`src/rtl/flags_pkg.sv`:
```
// flags_pkg: shared types and constants for the flags register sequencer.
// Used by flags_ctrl and flags_shadow_stack. The shadow stack only exists
// when the design is built with FLAGS_SHADOW_EN defined.
package flags_pkg;

    // Sequencer states. Encodings are fixed so that debug tooling can decode them.
    typedef enum logic [1:0] {
        IDLE   = 2'd0,
        RST_RD = 2'd1,
        RST_WR = 2'd2
    } state_t;

    // Flags register packing is {z, n, c}.
    typedef logic [2:0] flags_t;

    localparam int FLAG_Z = 2;
    localparam int FLAG_N = 1;
    localparam int FLAG_C = 0;

    // Pack the three live flag bits in register order.
    function automatic flags_t pack_flags(input logic z, input logic n, input logic c);
        flags_t f;
        f[FLAG_Z] = z;
        f[FLAG_N] = n;
        f[FLAG_C] = c;
        return f;
    endfunction

    // Value the flags register captures from its load port: the set-carry
    // input forces C high, otherwise C follows the carry data input.
    function automatic flags_t load_value(input logic zi, input logic ni,
                                          input logic ci, input logic sc);
        return pack_flags(zi, ni, ci | sc);
    endfunction

endpackage

```
`src/rtl/flags_ctrl_if.sv`:
```
// flags_ctrl_if: request/handshake bundle between the pipeline, the interrupt
// unit and the flags register on one side (master) and flags_ctrl (slave).
interface flags_ctrl_if;

    // Flag writers from the execute stage and carry instructions
    logic alu_valid;
    logic alu_z;
    logic alu_n;
    logic alu_c;
    logic setc;
    logic clrc;

    // Interrupt entry / return handshake
    logic int_save;
    logic rti_req;
    logic rti_ack;
    logic busy;

    // Flags register: current outputs and load port
    logic z;
    logic n;
    logic c;
    logic flags_enable;
    logic flags_zi;
    logic flags_ni;
    logic flags_ci;
    logic flags_sc;

    modport master (
        output alu_valid, alu_z, alu_n, alu_c, setc, clrc,
        output int_save, rti_req,
        output z, n, c,
        input  rti_ack, busy,
        input  flags_enable, flags_zi, flags_ni, flags_ci, flags_sc
    );

    modport slave (
        input  alu_valid, alu_z, alu_n, alu_c, setc, clrc,
        input  int_save, rti_req,
        input  z, n, c,
        output rti_ack, busy,
        output flags_enable, flags_zi, flags_ni, flags_ci, flags_sc
    );

endinterface

```
`src/rtl/flags_shadow_stack.sv`:
```
// flags_shadow_stack: DEPTH x 3-bit LIFO holding flags across interrupt
// entry/return. Supports push, pop and push-during-pop (pop reads the old
// top, the push then overwrites that slot). Read data is registered.
// Instantiated by flags_ctrl only when FLAGS_SHADOW_EN is defined.
module flags_shadow_stack
    import flags_pkg::*;
#(
    parameter int DEPTH = 4,
    parameter int PTR_W = 3
) (
    input  logic             clk,
    input  logic             rst,
    input  logic             push,
    input  logic             pop,
    input  flags_t           push_data,
    output flags_t           pop_data,
    output logic [PTR_W-1:0] count,
    output logic             full,
    output logic             empty,
    output logic             push_drop
);

    localparam int AW    = (DEPTH > 1) ? $clog2(DEPTH) : 1;
    localparam int SLOTS = 1 << AW;

    flags_t           mem [SLOTS];
    logic [PTR_W-1:0] count_q;
    logic [AW-1:0]    top_idx;
    logic [AW-1:0]    wr_idx;
    logic             pop_ok;
    logic             push_ok;

    assign full    = (count_q == PTR_W'(DEPTH));
    assign empty   = (count_q == '0);
    assign pop_ok  = pop && !empty;
    // A pop in the same cycle frees the top slot, so a full stack still
    // accepts the push.
    assign push_ok = push && (!full || pop_ok);
    assign push_drop = push && !push_ok;

    assign top_idx = AW'(count_q - 1'b1);
    assign wr_idx  = pop_ok ? top_idx : AW'(count_q);

    assign count = count_q;

    // Storage array: written on an accepted push.
    // NOTE: the array has no reset; count_q decides which slots hold valid data,
    // so clearing the contents would only cost reset fan-out.
    always_ff @(posedge clk) begin
        if (push_ok) begin
            mem[wr_idx] <= push_data;
        end
    end

    // Occupancy counter and registered read port.
    // NOTE: sequential state uses non-blocking assignments so the read of the
    // old top and the overwrite in a push-during-pop see the same pre-edge values.
    always_ff @(posedge clk) begin
        if (rst) begin
            count_q  <= '0;
            pop_data <= '0;
        end else begin
            if (pop_ok) begin
                pop_data <= mem[top_idx];
            end
            unique case ({push_ok, pop_ok})
                2'b10:   count_q <= count_q + 1'b1;
                2'b01:   count_q <= count_q - 1'b1;
                default: count_q <= count_q;
            endcase
        end
    end

endmodule

```
`src/rtl/flags_ctrl.sv`:
```
// flags_ctrl: arbitrates the flags register load port between the execute
// stage and the set/clear-carry instructions, and sequences flag save/restore
// around interrupts.
// Build option FLAGS_SHADOW_EN: when defined, a shadow stack saves flags on
// int_save and restores them on rti_req (two-cycle RST_RD/RST_WR sequence).
// When undefined, int_save is ignored and rti_req is acked the next cycle
// with no flag change; depth and the error flags read as zero.
module flags_ctrl
    import flags_pkg::*;
#(
    parameter int DEPTH = 4,
    parameter int PTR_W = 3
) (
    input  logic             clk,
    input  logic             rst,
    flags_ctrl_if.slave      bus,
    output logic [PTR_W-1:0] depth,
    output logic             ovf_err,
    output logic             udf_err
);

    state_t state;
    logic   busy_q;
    logic   ack_q;
    flags_t restore_data;

    logic   load_en;
    logic   load_zi;
    logic   load_ni;
    logic   load_ci;
    logic   load_sc;

    assign bus.flags_enable = load_en;
    assign bus.flags_zi     = load_zi;
    assign bus.flags_ni     = load_ni;
    assign bus.flags_ci     = load_ci;
    assign bus.flags_sc     = load_sc;
    assign bus.busy         = busy_q;
    assign bus.rti_ack      = ack_q;

`ifdef FLAGS_SHADOW_EN
    logic             stack_pop;
    logic             stack_full;
    logic             stack_empty;
    logic             push_drop;
    logic [PTR_W-1:0] stack_count;
    flags_t           next_flags;
    logic             ovf_q;
    logic             udf_q;

    // A save captures what the flags register holds after this edge, so a
    // write performed in the same cycle is included.
    assign next_flags = load_en ? load_value(load_zi, load_ni, load_ci, load_sc)
                                : pack_flags(bus.z, bus.n, bus.c);
    assign stack_pop  = (state == RST_RD);

    flags_shadow_stack #(
        .DEPTH (DEPTH),
        .PTR_W (PTR_W)
    ) u_stack (
        .clk       (clk),
        .rst       (rst),
        .push      (bus.int_save),
        .pop       (stack_pop),
        .push_data (next_flags),
        .pop_data  (restore_data),
        .count     (stack_count),
        .full      (stack_full),
        .empty     (stack_empty),
        .push_drop (push_drop)
    );

    assign depth   = stack_count;
    assign ovf_err = ovf_q;
    assign udf_err = udf_q;

    logic unused_full;
    assign unused_full = stack_full;
`else
    assign restore_data = '0;
    assign depth        = '0;
    assign ovf_err      = 1'b0;
    assign udf_err      = 1'b0;

    logic unused_inputs;
    assign unused_inputs = ^{bus.int_save, bus.c, 32'(DEPTH)};
`endif

    // Load-port arbitration: one writer per cycle, restore owns the port in RST_WR.
    // NOTE: every output gets a default before the case so no path leaves one
    // unassigned, which would otherwise infer a latch.
    always_comb begin
        load_en = 1'b0;
        load_zi = 1'b0;
        load_ni = 1'b0;
        load_ci = 1'b0;
        load_sc = 1'b0;
        if (!rst) begin
            unique case (state)
                IDLE: begin
                    if (bus.alu_valid) begin
                        load_en = 1'b1;
                        load_zi = bus.alu_z;
                        load_ni = bus.alu_n;
                        load_ci = bus.alu_c;
                    end else if (bus.setc) begin
                        load_en = 1'b1;
                        load_zi = bus.z;
                        load_ni = bus.n;
                        load_sc = 1'b1;
                    end else if (bus.clrc) begin
                        load_en = 1'b1;
                        load_zi = bus.z;
                        load_ni = bus.n;
                    end
                end
                RST_WR: begin
                    load_en = 1'b1;
                    load_zi = restore_data[FLAG_Z];
                    load_ni = restore_data[FLAG_N];
                    load_ci = restore_data[FLAG_C];
                end
                default: ;
            endcase
        end
    end

    // Restore sequencer with registered busy/rti_ack and sticky error flags.
    always_ff @(posedge clk) begin
        if (rst) begin
            state  <= IDLE;
            busy_q <= 1'b0;
            ack_q  <= 1'b0;
`ifdef FLAGS_SHADOW_EN
            ovf_q  <= 1'b0;
            udf_q  <= 1'b0;
`endif
        end else begin
            ack_q <= 1'b0;
            unique case (state)
                IDLE: begin
                    // While an ack is showing the requester has not yet seen
                    // it, so a still-high rti_req belongs to the finished return.
                    if (bus.rti_req && !ack_q) begin
`ifdef FLAGS_SHADOW_EN
                        if (stack_empty) begin
                            ack_q <= 1'b1;
                            udf_q <= 1'b1;
                        end else begin
                            state  <= RST_RD;
                            busy_q <= 1'b1;
                        end
`else
                        ack_q <= 1'b1;
`endif
                    end
                end
                RST_RD: begin
                    state <= RST_WR;
                    ack_q <= 1'b1;
                end
                RST_WR: begin
                    state  <= IDLE;
                    busy_q <= 1'b0;
                end
                default: begin
                    state  <= IDLE;
                    busy_q <= 1'b0;
                end
            endcase
`ifdef FLAGS_SHADOW_EN
            if (push_drop) begin
                ovf_q <= 1'b1;
            end
`endif
        end
    end

endmodule
```
`src/flat_wrapper.sv`:
```
// flat-port wrapper written by rule: the top's interface ports become plain ports
module flags_ctrl_flat import flags_pkg::*;
#(
    parameter int DEPTH = 4,
    parameter int PTR_W = 3
)
  (clk, rst, depth, ovf_err, udf_err, bus_alu_valid, bus_alu_z, bus_alu_n, bus_alu_c, bus_setc, bus_clrc, bus_int_save, bus_rti_req, bus_z, bus_n, bus_c, bus_rti_ack, bus_busy, bus_flags_enable, bus_flags_zi, bus_flags_ni, bus_flags_ci, bus_flags_sc);
  flags_ctrl_if bus_i ();
  input  logic clk;
  input  logic rst;
  output logic [PTR_W-1:0] depth;
  output logic ovf_err;
  output logic udf_err;
  input wire logic [$bits(bus_i.alu_valid)-1:0] bus_alu_valid;
  input wire logic [$bits(bus_i.alu_z)-1:0] bus_alu_z;
  input wire logic [$bits(bus_i.alu_n)-1:0] bus_alu_n;
  input wire logic [$bits(bus_i.alu_c)-1:0] bus_alu_c;
  input wire logic [$bits(bus_i.setc)-1:0] bus_setc;
  input wire logic [$bits(bus_i.clrc)-1:0] bus_clrc;
  input wire logic [$bits(bus_i.int_save)-1:0] bus_int_save;
  input wire logic [$bits(bus_i.rti_req)-1:0] bus_rti_req;
  input wire logic [$bits(bus_i.z)-1:0] bus_z;
  input wire logic [$bits(bus_i.n)-1:0] bus_n;
  input wire logic [$bits(bus_i.c)-1:0] bus_c;
  output wire logic [$bits(bus_i.rti_ack)-1:0] bus_rti_ack;
  output wire logic [$bits(bus_i.busy)-1:0] bus_busy;
  output wire logic [$bits(bus_i.flags_enable)-1:0] bus_flags_enable;
  output wire logic [$bits(bus_i.flags_zi)-1:0] bus_flags_zi;
  output wire logic [$bits(bus_i.flags_ni)-1:0] bus_flags_ni;
  output wire logic [$bits(bus_i.flags_ci)-1:0] bus_flags_ci;
  output wire logic [$bits(bus_i.flags_sc)-1:0] bus_flags_sc;
  assign bus_i.alu_valid = bus_alu_valid;
  assign bus_i.alu_z = bus_alu_z;
  assign bus_i.alu_n = bus_alu_n;
  assign bus_i.alu_c = bus_alu_c;
  assign bus_i.setc = bus_setc;
  assign bus_i.clrc = bus_clrc;
  assign bus_i.int_save = bus_int_save;
  assign bus_i.rti_req = bus_rti_req;
  assign bus_i.z = bus_z;
  assign bus_i.n = bus_n;
  assign bus_i.c = bus_c;
  assign bus_rti_ack = bus_i.rti_ack;
  assign bus_busy = bus_i.busy;
  assign bus_flags_enable = bus_i.flags_enable;
  assign bus_flags_zi = bus_i.flags_zi;
  assign bus_flags_ni = bus_i.flags_ni;
  assign bus_flags_ci = bus_i.flags_ci;
  assign bus_flags_sc = bus_i.flags_sc;
  flags_ctrl #(.DEPTH(DEPTH), .PTR_W(PTR_W)) u_core (.clk(clk), .rst(rst), .bus(bus_i), .depth(depth), .ovf_err(ovf_err), .udf_err(udf_err));
endmodule
```
`config.mk`:
```
export PLATFORM = sky130hd
export DESIGN_NAME = flags_ctrl_flat
export DESIGN_NICKNAME = d
export VERILOG_FILES = /design/src/rtl/flags_pkg.sv /design/src/rtl/flags_ctrl_if.sv /design/src/rtl/flags_shadow_stack.sv /design/src/rtl/flags_ctrl.sv /design/src/flat_wrapper.sv
export SDC_FILE = /design/constraint.sdc
export NUM_CORES = 1
export LEC_CHECK = 0
export ABC_AREA = 1
export BUFFER_PORTS_ARGS = -buffer_cell sky130_fd_sc_hd__clkbuf_2
export CAP_MARGIN = 20
export CORE_AREA = 2 2 39 41
export CTS_CLUSTER_SIZE = 16
export DETAILED_ROUTE_END_ITERATION = 12
export DIE_AREA = 0 0 41 43
export PLACE_DENSITY_LB_ADDON = 0.25
export SYNTH_ARGS = -nofsm -noshare
export SYNTH_HDL_FRONTEND = slang
export SYNTH_SLANG_ARGS = --single-unit
export TNS_END_PERCENT = 1
```
`constraint.sdc`:
```
create_clock -name clk -period 0.8 [get_ports clk]
set_clock_uncertainty 0.05 [all_clocks]
set_input_delay 0.08 -clock clk [delete_from_list [all_inputs] [get_ports clk]]
set_output_delay 0.08 -clock clk [all_outputs]
set_load 0.01 [all_outputs]
```
# Yosys cells after proc, flatten, opt, wreduce, memory -nomap -nowiden
# Cells that the tools add are included.
dict set report word_totals {
  regBits 3
  in_bits 13
  wordCells 32
}
dict set report classes {
  n_eq_ne 2
  mux 25
  n_reduce_logical 3
}
# operator count
set ops {}
lappend ops {{$mux W1} 22}
lappend ops {{$pmux W1 S2} 2}
lappend ops {{$pmux W2 S2} 1}
lappend ops {{$eq A2 B1 Y1 const B} 1}
lappend ops {{$eq A2 B2 Y1 const B} 1}
lappend ops {{$logic_not A2 Y1} 1}
lappend ops {{$logic_and A1 B1 Y1} 1}
lappend ops {{$logic_not A1 Y1} 1}

# Longest topological paths before layout
dict set report logic_depth {
  depth_word 5
  depth_mapped 4
  depth_no_buf 4
}

# Worst setup path after synthesis
# No wires, ideal clock.
dict set report synth_path {
  path_kind {register to register}
  start {register u_core.ack_q (netlist: u_core.bus.rti_ack)}
  end {register u_core.ack_q (netlist: u_core.bus.rti_ack)}
  setup_time_ns 0.117
  t_arrival_ns 0.403
  t_required_ns 0.633
  path_slack_ns 0.230
  path_stages_with_launch 2
  n_path_buf 0
  period_less_slack_ns 0.570
  path_cell_list {dfxtp_1 nor2_1}
}
dict set report synth_via {
  elab_chain_len 4
}
# element line
set synth_rtl {}
lappend synth_rtl {{start, declared} flags_ctrl.sv:24} ;# logic ack_q;
lappend synth_rtl {{start signal, assigned} flags_ctrl.sv:133} ;# ack_q <= 1'b0;
lappend synth_rtl {{start signal, assigned} flags_ctrl.sv:139} ;# ack_q <= 1'b0;
lappend synth_rtl {{start signal, assigned} flags_ctrl.sv:154} ;# ack_q <= 1'b1;
lappend synth_rtl {{$logic_not A1 Y1} flags_ctrl.sv:144} ;# if (bus.rti_req && !ack_q) begin
lappend synth_rtl {{$logic_and A1 B1 Y1} flags_ctrl.sv:144}
lappend synth_rtl {{$mux W1} flags_ctrl.sv:144}
lappend synth_rtl {{$pmux W1 S2} flags_ctrl.sv:140} ;# unique case (state)
# No other way between the ends.
# A chain may end at the register's enable or synchronous reset.

# Final worst setup path
dict set report layout_path {
  start {input bus_alu_valid}
  end {output bus_flags_zi}
}
dict set report layout_via {
  elab_chain_len 3
}
# element line
set layout_rtl {}
lappend layout_rtl {{start, declared} flat_wrapper.sv:14} ;# input wire logic [$bits(bus_i.alu_valid)-1:0] bus_alu_valid;
lappend layout_rtl {{$mux W1} flags_ctrl.sv:101} ;# if (bus.alu_valid) begin
lappend layout_rtl {{$mux W1} flags_ctrl.sv:99} ;# unique case (state)
lappend layout_rtl {{$mux W1} flags_ctrl.sv:98} ;# if (!rst) begin
lappend layout_rtl {{end, declared} flat_wrapper.sv:28} ;# output wire logic [$bits(bus_i.flags_zi)-1:0] bus_flags_zi;
# No other way between the ends.

==> impl_metrics.env <==
export IMPL_n_antenna_cell=0
export IMPL_post_drt_wl_per_cell_um=6.100
export IMPL_fillers=173
export IMPL_period_needed_ps=727.1
export IMPL_path_class="in2out"
export IMPL_fin_crit_sh=0.9088
export IMPL_grt_start_max_net_pins=8
export IMPL_ys_ff_latch=1
export IMPL_clk_insertion_delay_late_ps=0
export IMPL_die_w_um=41
export IMPL_fmax_mhz=1375
export IMPL_synthCells=29
export IMPL_yosysWarnings=0
export IMPL_ys_seq_area_frac=0.1301
export IMPL_slew_viol_final=0
export IMPL_path_common_cell="clkbuf_2"
export IMPL_critPathMaxStageDelay_ps=140
export IMPL_p_comb_frac=0.633
export IMPL_power_mw=0.1499
export IMPL_drive_gt1_frac=0.3864
export IMPL_intPower_mw=0.09260
export IMPL_power_density_nw_per_um2=658.5
export IMPL_worstSetupStartpointType="primary input"
export IMPL_yosysTopAreaCell="buf_4"
export IMPL_async_reset_ff_frac=0
export IMPL_pwr_share_seq=0.367
export IMPL_grt_pass1_vias=124
export IMPL_clkPwrFrac=0
export IMPL_drc=0
export IMPL_syn_to_final_growth_pct=47.97
export IMPL_synth_edf_count=0
export IMPL_setup_viol=0
export IMPL_cp_data_required_time_ps=670
export IMPL_drtAntennaViolNets=0
export IMPL_outcome="finished clean"
export IMPL_netlist_area_um2=153.9
export IMPL_critPathMaxFanout=7
export IMPL_vdd_drop_max_mv=0.2847
export IMPL_path_cells="clkbuf_2 > nor2_1 > nand3_1 > nand2_1 > clkbuf_2"
export IMPL_wl_um=366
export IMPL_cap_violations=0
export IMPL_overflow=0
export IMPL_die_area_um2=1763
export IMPL_rows=14
export IMPL_fp_dieH_um=43
export IMPL_avgSynthCellArea_um2=5.307
export IMPL_design_core_area_um2=1384
export IMPL_dr_pass1_iters=1
export IMPL_first_iter_violations=0
export IMPL_viasPerCell=3.233
export IMPL_dp_hpwl_um=334.7
export IMPL_start_util=0.1112
export IMPL_post_cts_resized=0
export IMPL_placedCellCount=60
export IMPL_p_leak_nw=0.1579
export IMPL_largest_reg_flops=1
export IMPL_ctsHoldBuffers=0
export IMPL_synth_top_area_frac=0.2927
export IMPL_grt_usage=0.03403
export IMPL_seqCellArea_um2=20.02
export IMPL_final_cells=60
export IMPL_rsz0062_at_grt="false"
export IMPL_synthFlopType="dfxtp_1"
export IMPL_io_buffer_count=16
export IMPL_cp_arrival_ps=600
export IMPL_gp_congestion=0.5187
export IMPL_grt_first_pass_wirelength_um=448
export IMPL_critPathSlowestCell="clkbuf_2"
export IMPL_hold_viol=0
export IMPL_num_vias=194
export IMPL_path_clk_slew_ps=0
export IMPL_swShare=0.3824
export IMPL_multi_input_area_um2=88.84
export IMPL_end_kind="output pin"
export IMPL_ys_types=9
export IMPL_synth_common_cells="6 x buf_4, 6 x nor2_1, 5 x nand2_1"
export IMPL_ioPinCount=25
export IMPL_antenna_found_initial=0
export IMPL_synthTopCellsByArea="buf_4 29%, nor2_1 15%, dfxtp_1 13%"
export IMPL_hold_class="in2reg"
export IMPL_final_nets=59
export IMPL_switching_power_mw=0.05734
export IMPL_tns_ps=0
export IMPL_cts_setup_buffers=0
## worst paths after layout
kind,depth (start not counted),from,slack (ps),end
max,5,bus_alu_valid,70,bus_flags_zi
min,3,bus_rti_req,240,u_core.bus.rti_ack$_SDFF_PP0_
max reg2reg,1,u_core.bus.rti_ack$_SDFF_PP0_,290,u_core.bus.rti_ack$_SDFF_PP0_
min reg2reg,1,u_core.bus.rti_ack$_SDFF_PP0_,350,u_core.bus.rti_ack$_SDFF_PP0_
## cell type report
cell class / count / area share
Inverter: 5 / 0.08242
Timing Repair Buffer: 16 / 0.3516
Multi-Input combinational cell: 22 / 0.3901
Tap cell: 16 / 0.08791
Sequential cell: 1 / 0.08791
## kinds of logic (layout without fill, tap and decap cells)
group | after synthesis | after routing | share of synthesized area
simple gates | 16 | 16 | 0.4309
buf+inv | 11 | 21 | 0.4146
other cells | 1 | 6 | 0.02437
flops | 1 | 1 | 0.1301
## layout by cell type, fill, tap and decap left out
cell type  instances
inv_2              1
inv_1              4
nand2_1            5
dfxtp_1            1
clkbuf_2          16
nand3_1            4
nor3_1             1
nor2_1             6
conb_1             6
## through the flow
step                area [um^2]  setup slack, ps  utilization  hold slack [ps]
global placement          227.7            65.30       0.1646            243.0
global route              227.7            19.35       0.1646            261.3
detailed placement        227.7            64.88       0.1646            245.0
finish                    227.7            72.92       0.1646            242.9
floorplan                 172.7            229.9            -            150.4
CTS                       227.7            63.49       0.1646            246.1
## layer usage
layer	vias up	part of all wire	GRT usage
li1	104	-	-
met1	78	0.41	0.03503
met2	12	0.47	0.07188
met3	0	0.12	0
met4	0	0	0
met5	-	0	0
## worst max-delay path: cells and delay by family
kind | cells | cell delay (ps)
and+or+nand+nor | 3 | 250
buffers and inverters | 2 | 260
## power groups by stage
stage / clock network [mW] / logic (mW) / registers (mW)
detailed placement: 0 / 0.0964 / 0.0552
global route: 0 / 0.106 / 0.0556
CTS: 0 / 0.0967 / 0.0552
finish: 0 / 0.0948 / 0.0551
floorplan: 0 / 0.0672 / 0.0565
global placement: 0 / 0.0963 / 0.0550
No activity file was read; power rests on OpenSTA's default activity.
